`src/rtl/sid_bus_responder.sv`:
```
// SID host-bus responder: synchronises phi2/CS/RW/ADDR/DATA, captures writes into the register file and serves reads.
// Write strobe lands SYNC_STAGES+1 clocks after phi2 falls, and read drive follows phi2 by the same delay; the bus has no backpressure.
module sid_bus_responder #(
    parameter int          SYNC_STAGES  = 2,
    parameter int          NUM_WREGS    = 25,
    parameter logic [23:0] DECAY_CYCLES = 24'd2000000
) (
    input  logic                   C6_CLK_8MHZ,
    input  logic                   C6_RESET,
    input  logic                   SID_CLK,
    input  logic                   SID_CS,
    input  logic                   SID_RW,
    input  logic                   SID_RES,
    input  logic [4:0]             SID_ADDR,
    input  logic [7:0]             SID_DATA_IN,
    output logic [7:0]             SID_DATA_OUT,
    output logic                   SID_DATA_OE,
    input  logic [7:0]             POTX,
    input  logic [7:0]             POTY,
    input  logic [7:0]             OSC3,
    input  logic [7:0]             ENV3,
    output logic                   WR_STB,
    output logic [4:0]             WR_ADDR,
    output logic [7:0]             WR_DATA,
    output logic [8*NUM_WREGS-1:0] REG_FLAT
);

    typedef struct packed {
        logic       phi;
        logic       cs;
        logic       rw;
        logic       res;
        logic [4:0] addr;
        logic [7:0] data;
    } bus_t;

    typedef enum logic {
        RD_IDLE  = 1'b0,
        RD_DRIVE = 1'b1
    } rd_state_t;

    localparam logic [5:0] NUM_WREGS_W = 6'(NUM_WREGS);

    bus_t                         bus_in;
    bus_t [SYNC_STAGES-1:0]       sync_q;
    bus_t                         bus_s;
    logic                         phi_d;
    logic                         phi_fall;
    logic                         bus_rst;
    logic                         wr_fall;
    logic                         addr_ok;
    logic [NUM_WREGS-1:0][7:0]    regs;
    logic [7:0]                   bus_latch;
    logic [23:0]                  decay_cnt;
    logic [7:0]                   rd_mux;
    rd_state_t                    rd_state;

    assign bus_in = '{phi:  SID_CLK,
                      cs:   SID_CS,
                      rw:   SID_RW,
                      res:  SID_RES,
                      addr: SID_ADDR,
                      data: SID_DATA_IN};

    // All bus lines share one chain so every field of bus_s comes from the same sample instant.
    always_ff @(posedge C6_CLK_8MHZ) begin
        if (C6_RESET) begin
            sync_q <= '0;
            phi_d  <= 1'b0;
        end else begin
            sync_q <= {sync_q[SYNC_STAGES-2:0], bus_in};
            phi_d  <= bus_s.phi;
        end
    end

    assign bus_s    = sync_q[SYNC_STAGES-1];
    assign bus_rst  = C6_RESET | ~bus_s.res;
    assign phi_fall = phi_d & ~bus_s.phi;
    assign wr_fall  = phi_fall & ~bus_s.cs & ~bus_s.rw;
    assign addr_ok  = {1'b0, bus_s.addr} < NUM_WREGS_W;
    assign REG_FLAT = regs;

    // Register file, write strobe and the decaying bus latch.
    always_ff @(posedge C6_CLK_8MHZ) begin
        if (bus_rst) begin
            regs      <= '0;
            WR_STB    <= 1'b0;
            WR_ADDR   <= '0;
            WR_DATA   <= '0;
            bus_latch <= '0;
            decay_cnt <= '0;
        end else begin
            WR_STB <= 1'b0;
            if (wr_fall) begin
                bus_latch <= bus_s.data;
                decay_cnt <= '0;
                if (addr_ok) begin
                    for (int i = 0; i < NUM_WREGS; i++) begin
                        if (bus_s.addr == 5'(i)) regs[i] <= bus_s.data;
                    end
                    WR_STB  <= 1'b1;
                    WR_ADDR <= bus_s.addr;
                    WR_DATA <= bus_s.data;
                end
            end else if (decay_cnt == DECAY_CYCLES) begin
                bus_latch <= '0;
            end else begin
                decay_cnt <= decay_cnt + 24'd1;
            end
        end
    end

    always_comb begin
        rd_mux = bus_latch;
        case (bus_s.addr)
            5'h19:   rd_mux = POTX;
            5'h1A:   rd_mux = POTY;
            5'h1B:   rd_mux = OSC3;
            5'h1C:   rd_mux = ENV3;
            default: rd_mux = bus_latch;
        endcase
    end

    // Read drive: a falling phi2 always ends the drive phase, even if CS/RW still request a read.
    always_ff @(posedge C6_CLK_8MHZ) begin
        if (bus_rst) begin
            rd_state     <= RD_IDLE;
            SID_DATA_OE  <= 1'b0;
            SID_DATA_OUT <= '0;
        end else begin
            case (rd_state)
                RD_IDLE: begin
                    if (bus_s.phi && !bus_s.cs && bus_s.rw) begin
                        rd_state     <= RD_DRIVE;
                        SID_DATA_OE  <= 1'b1;
                        SID_DATA_OUT <= rd_mux;
                    end
                end
                RD_DRIVE: begin
                    if (phi_fall || bus_s.cs || !bus_s.rw) begin
                        rd_state    <= RD_IDLE;
                        SID_DATA_OE <= 1'b0;
                    end else begin
                        SID_DATA_OUT <= rd_mux;
                    end
                end
                default: begin
                    rd_state    <= RD_IDLE;
                    SID_DATA_OE <= 1'b0;
                end
            endcase
        end
    end

endmodule

```
`config.mk`:
```
export PLATFORM = sky130hd
export DESIGN_NAME = sid_bus_responder
export DESIGN_NICKNAME = d
export VERILOG_FILES = /design/src/rtl/sid_bus_responder.sv
export SDC_FILE = /design/constraint.sdc
export NUM_CORES = 1
export LEC_CHECK = 0
export ABC_AREA = 1
export BUFFER_PORTS_ARGS = -buffer_cell sky130_fd_sc_hd__clkbuf_2
export CORE_MARGIN = 1
export CORE_UTILIZATION = 53
export CTS_CLUSTER_DIAMETER = 60
export DETAILED_ROUTE_END_ITERATION = 10
export GPL_ROUTABILITY_DRIVEN = 0
export PLACE_DENSITY = 0.88
export SLEW_MARGIN = 0
export SYNTH_ARGS = -nofsm -noshare
export SYNTH_HDL_FRONTEND = slang
export SYNTH_SLANG_ARGS = --single-unit
```
`constraint.sdc`:
```
create_clock -name C6_CLK_8MHZ -period 1.8 [get_ports C6_CLK_8MHZ]
set_input_delay 0.36 -clock C6_CLK_8MHZ [delete_from_list [all_inputs] [get_ports C6_CLK_8MHZ]]
set_output_delay 0.36 -clock C6_CLK_8MHZ [all_outputs]
set_load 0.02 [all_outputs]
```
* Yosys cells after proc, flatten, opt, wreduce, memory -nomap -nowiden *
Index checks and enable logic that the tools add are counted.

word-level totals
  bits in registers = 291
  bits in latches = 0
  RAM bits = 0
  ROM bits = 0
  input bits = 51
  output and inout bits = 223
  word-level logic and storage cells = 141
  memories kept = 0

operators by class
  add/sub/neg operators = 1
  $mul = 0
  divide/modulo/power cells = 0
  $lt $le $gt $ge = 1
  equality and inequality tests = 32
  shift-type cells = 0
  multiplexer cells = 13
  bitwise gates (word level) = 10
  reduce and logical (&&, ||, !) cells = 38

operators with widths
  cell                                                                      number
  3-bit AND reduction                                                       25
  5-bit == test (second input constant)                                     13
  5-bit by 4-bit == test with 1-bit output (second input constant)          8
  8-bit two-way mux                                                         4
  8-bit case mux with 4 select lines                                        1
  24-bit by 1-bit adder with 24-bit output (second input constant)          1
  24-bit by 21-bit == test with 1-bit output (second input constant)        1
  5-bit by 3-bit == test with 1-bit output (second input constant)          4
  8-bit case mux with 2 select lines                                        1
  5-bit by 2-bit == test with 1-bit output (second input constant)          2
  1-bit NOT                                                                 6
  2-bit AND reduction                                                       3
  5-bit by 1-bit == test with 1-bit output (second input constant)          1
  5-bit logical NOT                                                         1
  5-bit < comparator (second input constant)                                1
  1-bit two-way mux                                                         5
  2-bit inequality test (second input constant)                             2
  1-bit case mux with 2 select lines                                        2
  2-bit OR reduction                                                        2
  1-bit bitwise AND                                                         3
  1-bit logical AND                                                         2
  1-bit logical NOT                                                         2
  1-bit logical OR                                                          2
  2-bit by 1-bit inequality test with 1-bit output (second input constant)  1
  other kinds (2)                                                           2

* Longest topological paths before layout *
  depth after elaboration = 6
  mapped depth = 10
  mapped depth without buffers = 9

* Worst setup path before layout *
Ideal clock, no wire load.

  path type = reg-to-reg
  start = register sync_q, in the netlist bus_s[8]
  end = register regs, in the netlist REG_FLAT[143]
  arrival = 1.326 ns
  required time = 1.668 ns
  slack = 0.342 ns
  cell stages (with the launch flop) = 10
  path buffers = 1
  cells stage by stage = dfxtp_1 nor2_1 nand2_1 nand2_1 nand2_4 buf_4 nor2_4 inv_2 nand2_1 a21oi_1

between the ends
  word-level cells in the longest chain between the ends = 2
  elaborated cells on any way between the ends = 3

RTL lines
  what                                                        RTL line  text
  start: declaration                                          45        bus_t [SYNC_STAGES-1:0] sync_q;
  start signal: assignment                                    71        sync_q <= {sync_q[SYNC_STAGES-2:0], bus_in};
  5-bit < comparator / 5-bit == test (equally long branches)  80, 99
  3-bit AND reduction (no source line) (*)                    --
  end signal: indexed assignment                              99        if (bus_s.addr == 5'(i)) regs[i] <= bus_s.data;
  end: declaration                                            52        logic [NUM_WREGS-1:0][7:0] regs;

Mark *: on every way between the ends. The rest lies on a longest branch, timed or not.
A chain may end at the register's enable or synchronous reset.

* Worst setup path after layout *
  start = register sync_q, in the netlist bus_s[8]
  end = register regs, in the netlist REG_FLAT[28]

between the ends
  word-level cells in the longest chain between the ends = 2
  elaborated cells on any way between the ends = 3

RTL lines
  what                                                                                   RTL line
  5-bit < comparator / 5-bit by 2-bit == test with 1-bit output (equally long branches)  80, 99
  3-bit AND reduction (no source line) (*)                                               --

Marked as above.

==> impl_metrics.py <==
metrics = {
    "synth": {
        "synth_area_leaders": "dfxtp_1 (52%), nand2_1 (10%), a21oi_1 (8.4%)",
        "synthArstFlopShare": 0,
        "syn_area_sq_mm": 0.0111,
        "synthFlopType": "dfxtp_1",
        "synth_edf_count": 0,
        "synth_top_area_share": 0.525,
        "yosysSeqAreaShare": 0.525,
        "synth-seq-cells": 291,
        "syn_nets": 1528,
        "yosysUniqueCellTypes": 28,
        "yosys_warnings": 0,
        "synth_cells": 1475,
        "yosysTopAreaCell": "dfxtp_1",
        "synth.avg_cell_area_sq_um": 7.53,
    },
    "status": {
        "outcome": "complete, no violations",
    },
    "critical_path": {
        "crit_path_frequent_cell": "buf_4",
        "arrival_ns": 2.14,
        "worstPathRequired_ns": 2.23,
        "crit_path_cell_trace": "buf_4, nand2_1, inv_1, buf_4, nand3_2, o21ai_0, nor2_1",
        "cpPeakStageDelay_ns": 0.37,
        "r2r_slack_ns": 0.09,
        "cp-start-kind": "flip-flop",
        "timing.rr.end": "REG_FLAT[28]$_SDFFE_PP0P_",
        "crit_type": "flip-flop to flip-flop",
        "slowest_stage": "dfxtp_1",
        "cp-end-kind": "flip-flop",
        "cp_max_fo": 10,
        "r2r_start": "bus_s[8]$_SDFF_PP0_",
        "ff2ff_path_depth": 7,
    },
    "global_route": {
        "grt_max_degree": 92,
        "antenna_found_initial": 0,
        "grt-ovfl-total": 0,
        "first_global_vias": 10600,
        "grt.total_usage": 0.305,
        "grt_pass1_wl_um": 52900,
    },
    "floorplanning": {
        "rows": 52,
        "die_w_um": 147,
        "die_h_um": 147,
        "pin_count": 274,
        "die-area_sq_mm": 0.0215,
        "core_sq_mm": 0.0204,
        "start_util": 0.545,
    },
    "sta": {
        "hold_violations": 0,
        "drv_slew": 0,
        "fin_crit_sh": 0.949,
        "setup_viol": 0,
        "finClkSkew_ns": 0.0232,
        "layout_setup_ws_ns": 0.0913,
        "slew_headroom": 0.508,
        "finalCriticalPeriod_ns": 1.71,
        "worst_slew_pin_slew_ns": 0.736,
        "fmax_mhz": 585,
    },
    "layout": {
        "num-nets-final": 1810,
        "drive_gt1_frac": 0.234,
        "fillCellCount": 1520,
        "syn_to_final_growth_pct": 26.1,
        "postLayoutCoreUtil": 0.687,
        "instances_no_fill": 2050,
        "n_antenna_cell": 0,
        "design_area_sq_mm": 0.0140,
        "multiInputGateArea_sq_mm": 0.00436,
        "seqCellArea_sq_mm": 0.00583,
    },
    "placement": {
        "dp_hpwl_um": 22500,
        "dpl.cell_count": 1987,
        "io_buffers": 273,
        "dp_slack_ns": 0.0817,
        "place_area_sq_mm": 0.0128,
    },
    "min_path": {
        "worstHoldEndpoint": "sync_q[6]$_SDFF_PP0_",
        "hp-start": "SID_DATA_IN[6]",
        "hp-class": "input port to flip-flop",
        "whs_path_depth": 3,
    },
    "route": {
        "drt_iter0_markers": 758,
        "vias_per_cell": 5.39,
        "firstDrtPassIters": 7,
        "remaining_drc_errors": 0,
        "ant_nets": 0,
        "dr_total_vias": 11100,
        "wl_um": 33500,
        "wl_per_cell_um": 16.3,
    },
    "clocking": {
        "numCtsBuffers": 29,
        "htree_num_levels": 1,
        "cts_tree": "built",
        "clockRootBuffer": "clkbuf_16",
        "cts.sinks": 291,
        "cts_buffer_depth": 3,
        "path_clk_slew_ns": 0.06,
        "clk_latency_ns": 0.56,
    },
    "power_and_ir_drop": {
        "power_w": 0.0134,
        "irDropWorstVdd_uv": 842,
        "power.leakage_nw": 6.03,
        "cellPowerDensity_mw_per_mm2": 960,
    },
    "job": {
        "maxCapViolCount": 0,
    },
}
[what timing repair did]
action | CTS | global route
hold buffers | 7 | 0
setup endpoints to repair | 0 | 77
endpoints found under the hold margin | 7 | 0
resized for setup | 0 | 14
buffers inserted | 0 | 2
[Yosys cell counts (all sizes together), types with 2 or more instances]
cell type / n
nor2: 200
nand2: 304
nor3: 8
a21oi: 186
nand4: 13
dfxtp: 291
nand3: 112
inv: 153
xor2: 3
buf: 39
ha: 2
clkbuf: 35
o21ai: 126
[flip-flops by register name, summed over array words and instances (netlist names), 5 cells and up]
name          count
sync_q           17
decay_cnt        24
SID_DATA_OUT      8
REG_FLAT        200
WR_DATA           8
bus_s            17
bus_latch         8
WR_ADDR           5
[layout make-up]
cell class	count	area share
flip-flops and latches	291	0.416
clock inverters	10	0.0122
inverters	153	0.0424
clock buffers	44	0.0630
multi-input cells	957	0.311
well taps	270	0.0241
repair buffers	325	0.131
[metrics by stage]
step / TNS [ns] / hold WS (ns)
final: 0 / 0.00529
after floorplan: 0 / 0.388
after global placement: 0 / 0.390
after CTS: 0 / 0.00121
after detailed placement: 0 / 0.402
after global routing: -0.00426 / 0.00591
[worst max-delay path by stage]
stage / to / start
2_1_floorplan: REG_FLAT[143]$_SDFFE_PP0P_ / bus_s[8]$_SDFF_PP0_
3_3_place_gp: REG_FLAT[120]$_SDFFE_PP0P_ / bus_s[14]$_SDFF_PP0_
3_5_place_dp: REG_FLAT[125]$_SDFFE_PP0P_ / bus_s[14]$_SDFF_PP0_
4_1_cts: REG_FLAT[116]$_SDFFE_PP0P_ / bus_s[14]$_SDFF_PP0_
5_1_grt: REG_FLAT[113]$_SDFFE_PP0P_ / bus_s[14]$_SDFF_PP0_
6_report: REG_FLAT[28]$_SDFFE_PP0P_ / bus_s[8]$_SDFF_PP0_
[metal layers]
layer,vias to the layer above,wire (um),GRT usage
met5,-,0,0
met4,0,1790,0.163
met3,121,2880,0.0742
met2,522,16100,0.516
met1,5126,12700,0.355
li1,5288,-,-
[worst max-delay path, delay by kind of cell, from the launching register on]
kind	cells	cell delay, ns
buf+inv	3	0.53
simple gates	3	0.38
flops	1	0.37
compound gates	1	0.33
[where the power goes]
group | total [W] | switching, W | internal (W)
Clock | 0.00652 | 0.00256 | 0.00397
Sequential | 0.00650 | 0.0000210 | 0.00648
Combinational | 0.000412 | 0.000284 | 0.000128
Total | 0.0134 | 0.00286 | 0.0106
[placed cells by master (no fill, tap or decap), types with 2 or more instances in the layout]
master and n:
nand3_1 110, xor2_1 3, nor2_4 11, clkbuf_2 273, clkbuf_1 5, buf_4 40, dlygate4sd3_1 7, clkbuf_8 10
o21ai_0 125, nor2_2 6, buf_12 4, nor2_1 183, nand2_2 7, inv_4 3, clkinv_2 3, bufinv_16 4
nand4_1 13, ha_1 2, a21oi_1 186, inv_1 134, inv_2 14, dfxtp_1 290, clkbuf_16 29, nor3_1 6
nand2_1 296, nor3_2 2, clkinvlp_4 2
[cells by family (layout without fill, tap and decap cells)]
| group | count (synthesis) | count (layout) | share of synthesized area |
|---|---|---|---|
| flops | 291 | 291 | 0.525 |
| compound gates | 313 | 313 | 0.141 |
| xor+xnor | 3 | 3 | 0.00237 |
| fa+ha+maj | 2 | 2 | 0.00225 |
| buf+inv | 227 | 532 | 0.0842 |
| simple gates | 639 | 639 | 0.245 |
No activity file was read; power rests on OpenSTA's default activity.
